**src/rtl/calc_cmd_arbiter.sv**
```systemverilog
`default_nettype none
// ============================================================================
// Module   : calc_cmd_arbiter
// Purpose  : Two-requester command arbiter and sequencer in front of the
//            calculator core. It grants one command at a time, then drives the
//            core's cmd input with a hold/gap waveform and waits for the core's
//            status. It also locks the core to one requester for the length of
//            an expression.
// Revision : 1.0 - initial release
// ----------------------------------------------------------------------------
// Ports
//   clock        in   1  system clock, rising edge
//   reset        in   1  synchronous active-high reset
//   req0/req1    in   1  command request per requester, held until ack
//   cmd0/cmd1    in   4  command per requester, stable while req is high
//   ack0/ack1    out  1  one-cycle grant pulse
//   calc_cmd     out  4  command to the calculator core (1111 = NOP)
//   calc_status  in   2  core status: 00 ready, 01 busy, 10 error, 11 ready
//   lock_owner   out  2  one-hot expression owner, 00 = unlocked
//   busy         out  1  sequencer is not idle
//   err          out  1  one-cycle pulse when the core reports an error
// ============================================================================
module calc_cmd_arbiter #(
    parameter int HOLD_CYCLES    = 10,
    parameter int GAP_CYCLES     = 2,
    parameter int TIMEOUT_CYCLES = 1024
) (
    input  logic       clock,
    input  logic       reset,
    input  logic       req0,
    input  logic       req1,
    input  logic [3:0] cmd0,
    input  logic [3:0] cmd1,
    output logic       ack0,
    output logic       ack1,
    output logic [3:0] calc_cmd,
    input  logic [1:0] calc_status,
    output logic [1:0] lock_owner,
    output logic       busy,
    output logic       err
);

    localparam logic [3:0] CMD_LAST_LOCKING = 4'hC;  // digits and add/sub/mul
    localparam logic [3:0] CMD_CLEAR        = 4'hD;
    localparam logic [3:0] CMD_EQUALS       = 4'hE;
    localparam logic [3:0] CMD_NOP          = 4'hF;
    localparam logic [1:0] STAT_BUSY        = 2'b01;
    localparam logic [1:0] STAT_ERROR       = 2'b10;

    localparam int PH_MAX = (HOLD_CYCLES > GAP_CYCLES) ? HOLD_CYCLES : GAP_CYCLES;
    localparam int PW     = $clog2(PH_MAX + 1);
    localparam int TW     = $clog2(TIMEOUT_CYCLES + 1);

    localparam logic [PW-1:0] HOLD_LOAD = PW'(HOLD_CYCLES - 1);
    localparam logic [PW-1:0] GAP_LOAD  = PW'(GAP_CYCLES - 1);
    localparam logic [TW-1:0] TMO_LAST  = TW'(TIMEOUT_CYCLES - 1);

    typedef enum logic [1:0] {
        S_IDLE       = 2'd0,
        S_ISSUE      = 2'd1,
        S_GAP        = 2'd2,
        S_WAIT_READY = 2'd3
    } state_t;

    state_t        state_q, state_d;
    logic [PW-1:0] phase_cnt_q, phase_cnt_d;
    logic [TW-1:0] idle_cnt_q, idle_cnt_d;
    logic [3:0]    cmd_q, cmd_d;
    logic          rr_last_q, rr_last_d;     // requester granted most recently
    logic [1:0]    lock_q, lock_d;
    logic          ack0_q, ack0_d;
    logic          ack1_q, ack1_d;
    logic [3:0]    calc_cmd_q, calc_cmd_d;
    logic          busy_q;
    logic          err_q, err_d;

    logic          want0, want1, grant_any, grant_sel, owner_req;
    logic [3:0]    grant_cmd;

    // Arbitration: eligibility comes from the lock value before this edge.
    always_comb begin
        want0     = req0 && ((lock_q == 2'b00) || lock_q[0]);
        want1     = req1 && ((lock_q == 2'b00) || lock_q[1]);
        grant_any = want0 || want1;
        if (want0 && want1) begin
            grant_sel = ~rr_last_q;
        end else begin
            grant_sel = want1;
        end
        grant_cmd = grant_sel ? cmd1 : cmd0;
        owner_req = (lock_q[0] && req0) || (lock_q[1] && req1);
    end

    always_comb begin
        state_d     = state_q;
        phase_cnt_d = phase_cnt_q;
        idle_cnt_d  = '0;
        cmd_d       = cmd_q;
        rr_last_d   = rr_last_q;
        lock_d      = lock_q;
        ack0_d      = 1'b0;
        ack1_d      = 1'b0;
        calc_cmd_d  = calc_cmd_q;
        err_d       = 1'b0;

        case (state_q)
            S_IDLE: begin
                calc_cmd_d = CMD_NOP;
                if (grant_any) begin
                    cmd_d     = grant_cmd;
                    rr_last_d = grant_sel;
                    ack0_d    = ~grant_sel;
                    ack1_d    = grant_sel;
                    if (grant_cmd <= CMD_LAST_LOCKING) begin
                        lock_d = grant_sel ? 2'b10 : 2'b01;
                    end
                    if (grant_cmd == CMD_NOP) begin
                        // Accepted but never forwarded: the gap keeps the
                        // requester's still-high req from being re-sampled.
                        state_d     = S_GAP;
                        phase_cnt_d = GAP_LOAD;
                    end else begin
                        state_d     = S_ISSUE;
                        phase_cnt_d = HOLD_LOAD;
                        calc_cmd_d  = grant_cmd;
                    end
                end else if ((lock_q != 2'b00) && !owner_req) begin
                    if (idle_cnt_q == TMO_LAST) begin
                        // Abandoned expression: push a clear through the core
                        // and let WAIT_READY drop the lock.
                        cmd_d       = CMD_CLEAR;
                        state_d     = S_ISSUE;
                        phase_cnt_d = HOLD_LOAD;
                        calc_cmd_d  = CMD_CLEAR;
                    end else begin
                        idle_cnt_d = idle_cnt_q + TW'(1);
                    end
                end
            end
            S_ISSUE: begin
                if (phase_cnt_q == '0) begin
                    state_d     = S_GAP;
                    phase_cnt_d = GAP_LOAD;
                    calc_cmd_d  = CMD_NOP;
                end else begin
                    phase_cnt_d = phase_cnt_q - PW'(1);
                end
            end
            S_GAP: begin
                calc_cmd_d = CMD_NOP;
                if (phase_cnt_q == '0) begin
                    state_d = S_WAIT_READY;
                end else begin
                    phase_cnt_d = phase_cnt_q - PW'(1);
                end
            end
            S_WAIT_READY: begin
                calc_cmd_d = CMD_NOP;
                if (calc_status != STAT_BUSY) begin
                    state_d = S_IDLE;
                    if (calc_status == STAT_ERROR) begin
                        err_d  = 1'b1;
                        lock_d = 2'b00;
                    end else if ((cmd_q == CMD_CLEAR) || (cmd_q == CMD_EQUALS)) begin
                        lock_d = 2'b00;
                    end
                end
            end
            default: begin
                state_d = S_IDLE;
            end
        endcase
    end

    always_ff @(posedge clock) begin
        if (reset) begin
            state_q     <= S_IDLE;
            phase_cnt_q <= '0;
            idle_cnt_q  <= '0;
            cmd_q       <= CMD_NOP;
            rr_last_q   <= 1'b1;
            lock_q      <= 2'b00;
            ack0_q      <= 1'b0;
            ack1_q      <= 1'b0;
            calc_cmd_q  <= CMD_NOP;
            busy_q      <= 1'b0;
            err_q       <= 1'b0;
        end else begin
            state_q     <= state_d;
            phase_cnt_q <= phase_cnt_d;
            idle_cnt_q  <= idle_cnt_d;
            cmd_q       <= cmd_d;
            rr_last_q   <= rr_last_d;
            lock_q      <= lock_d;
            ack0_q      <= ack0_d;
            ack1_q      <= ack1_d;
            calc_cmd_q  <= calc_cmd_d;
            busy_q      <= (state_d != S_IDLE);
            err_q       <= err_d;
        end
    end

    assign ack0       = ack0_q;
    assign ack1       = ack1_q;
    assign calc_cmd   = calc_cmd_q;
    assign lock_owner = lock_q;
    assign busy       = busy_q;
    assign err        = err_q;

endmodule
`default_nettype wire
```
**config.mk**
```make
export PLATFORM = sky130hd
export DESIGN_NAME = calc_cmd_arbiter
export DESIGN_NICKNAME = d
export VERILOG_FILES = /design/src/rtl/calc_cmd_arbiter.sv
export SDC_FILE = /design/constraint.sdc
export NUM_CORES = 1
export LEC_CHECK = 0
export CORE_MARGIN = 1
export CORE_UTILIZATION = 55
export DETAILED_ROUTE_END_ITERATION = 8
export GPL_TIMING_DRIVEN = 0
export HOLD_SLACK_MARGIN = 0.15
export PLACE_DENSITY = 0.8
export SYNTH_ARGS = -nofsm -noshare
export SYNTH_HDL_FRONTEND = slang
export SYNTH_SLANG_ARGS = --single-unit
```
**constraint.sdc**
```tcl
create_clock -name clock -period 3.5 [get_ports clock]
set_input_delay 1.05 -clock clock [delete_from_list [all_inputs] [get_ports clock]]
set_output_delay 1.05 -clock clock [all_outputs]
set_load 0.01 [all_outputs]
```
==> flow_summary.json <==
{
  "yosysUniqueCellTypes": 46,
  "hold_viol": 0,
  "start_util": 0.583,
  "post-route-period-util": 0.768,
  "globalRouteOverflowTotal": 0,
  "wl_um": 3920,
  "grt_max_degree": 11,
  "endpoint_kind": "flop",
  "wl_per_cell_um": 13.7,
  "vias": 1620,
  "synth_area_sq_mm": 0.00178,
  "r2r_start": "idle_cnt_q[0]",
  "max_freq_mhz": 372,
  "cts-hold-fix-buffers": 0,
  "io_pins": 24,
  "min_from": "idle_cnt_q[0]",
  "r2r-end": "calc_cmd[1]",
  "dp_hpwl_um": 2880,
  "coreArea_sq_mm": 0.00305,
  "cts_buffers": 5,
  "worst_skew_pair.late_latency_ns": 0.35,
  "ys_warn_count": 0,
  "synth_edf_count": 0,
  "setup_violations": 0,
  "tightest_slew_ns": 0.620,
  "grt_pass1_vias": 1445,
  "cts_tree": "done",
  "hold_depth": 1,
  "gp_congestion": 0.894,
  "fp.dieH_um": 58.9,
  "grt.total_usage": 0.259,
  "synthTopCellsByCount": "dfxtp_1 (32), nor2_1 (22), nand2_1 (17)",
  "grt_pass1_wl_um": 6580,
  "r2r_setup_slack_ns": 1.37,
  "worstPathRequired_ns": 3.70,
  "path_class": "in2reg",
  "antenna_found_initial": 0,
  "synth_seq_cells": 32,
  "cts_buffer_depth": 2,
  "slowest_delay_ns": 0.57,
  "r2r_cells": 6,
  "finalCriticalPeriod_ns": 2.69,
  "cp.arrival_ns": 2.89,
  "first_pass_iters": 4,
  "synth_flop_cell": "dfxtp_1",
  "slowest_stage": "clkdlybuf4s50_1",
  "io_buffers": 22,
  "start_kind": "input pin",
  "ant_nets": 0,
  "drive_gt1_frac": 0.0830,
  "rsz0062_at_grt": "no",
  "layout.cells.non_filler": 285,
  "outcome": "complete, no violations",
  "clockRootBuffer": "clkbuf_4",
  "async_flop_share": 0,
  "nets": 262,
  "crit_fanout": 10,
  "synth_most_common_cell": "dfxtp_1",
  "num_antenna_cells": 0,
  "synth_largest_area_cell": "dfxtp_1",
  "ir_drop_v": 0.000463,
  "synth.avg_cell_area_sq_um": 8.43,
  "cts.htree.levels": 2,
  "synth_seq_area_share": 0.360,
  "drtIter0Drc": 63,
  "cts_resized": 0,
  "place_inst": 277,
  "synthesis.instances": 211,
  "p_per_area_mw_per_mm2": 747,
  "max-cap-violations": 0,
  "die-area_sq_mm": 0.00347,
  "leakage_uw": 0.000789,
  "netlist.area_leader.share": 0.360,
  "netlist_top_cells_area": "dfxtp_1 (36%), ha_1 (5.6%), nor2_1 (4.6%)",
  "drv_slew": 0,
  "die_w_um": 58.9,
  "cts_setup_buffers": 0,
  "drcViolationCount": 0,
  "power_uw": 1610,
  "whs_ns": 0.475,
  "area_growth_syn_to_layout_pct": 20.8,
  "skew_ns": 0.00910,
  "routed_via_density": 5.68,
  "path_cells": "clkdlybuf4s50_1, nand3_1, a22oi_1, buf_2, mux2_2, nor2_1, o21ai_0",
  "holdPathEnd": "idle_cnt_q[0]",
  "timing.slew.headroom": 0.586,
  "clkSinkCount": 32,
  "tns_ns": 0,
  "hold_path.class": "reg2reg",
  "num_rows": 20,
  "synthesis.nets": 233,
  "cts.clk_slew.worst_paths_ns": 0.10
}
[cell usage in the layout, fill, tap and decap left out, types with 7 or more instances in the layout]
cell type        netlist  final
ha_1                   8      8
o21ai_0               10     10
nand3_1               10     10
nand2_1               17     17
nor3_1                 8      8
a21oi_1               12     12
dfxtp_1               32     32
inv_1                  9      9
nor2_1                22     22
nor3b_1                8      8
xnor2_1                7      7
clkdlybuf4s50_1        0     22
[critical path, delay by kind of cell]
kind | cells | cell delay, ns
buffers and inverters | 2 | 0.85
AND/OR/NAND/NOR | 2 | 0.28
AO/OA/AOI/OAI | 2 | 0.34
multiplexers | 1 | 0.36
[metal layers]
layer  vias up  track usage  wire length (um)
li1        823            -                 -
met1       736        0.342              1890
met2        48        0.390              1710
met3        13       0.0527               191
met4         0        0.153               126
met5         -            0                 0
[power breakdown]
group	switching (uW)	internal (uW)	total, uW
Sequential	60.5	448	509
Combinational	442	333	776
Clock	132	189	321
[area by class of cell]
type                       instances  area (sq um)
clock buffer                       7          65.1
inverter                           9          33.8
clock inverter                     1          30.0
timing repair buffer              22           220
buffer                             7          28.8
fill                             266           903
tap                               44          55.1
multi-input combinational        163          1080
sequential                        32           641
[logic make-up (layout without fill, tap and decap cells)]
kind of cell    after synthesis  count (layout)  synth area share
mux                           7               7            0.0422
xor+xnor                     10              10            0.0492
flops                        32              32             0.360
compound gates               52              52             0.205
fa+ha+maj                     8               8            0.0563
buf+inv                      16              46            0.0352
simple gates                 86              86             0.252
[registers in the layout (all words and copies together), names as in the netlist]
name         flops
err              1
cmd_q            4
ack1             1
rr_last_q        1
calc_cmd         4
lock_owner       2
ack0             1
busy             1
phase_cnt_q      4
idle_cnt_q      11
state_q          2
[through the flow]
| step | instance area [sq um] | util | worst slack [ns] |
|---|---|---|---|
| floorplan | 1780 | - | 1.04 |
| global route | 2150 | 0.704 | 0.668 |
| global placement | 2050 | 0.673 | 0.485 |
| finish | 2150 | 0.704 | 0.813 |
| detailed placement | 2050 | 0.673 | 0.476 |
| CTS | 2150 | 0.704 | 0.838 |
[worst max path at each step]
stage               startpoint            end  slack (ns)  cells after the start
floorplan                 req1  lock_owner[1]        1.04                      6
global placement          req0       cmd_q[0]        0.49                      7
detailed placement        req0       cmd_q[0]        0.48                      7
CTS                       req0       cmd_q[0]        0.84                      7
global route              req0       cmd_q[0]        0.67                      7
finish                    req0       cmd_q[0]        0.81                      7
No activity file was read; power rests on OpenSTA's default activity.
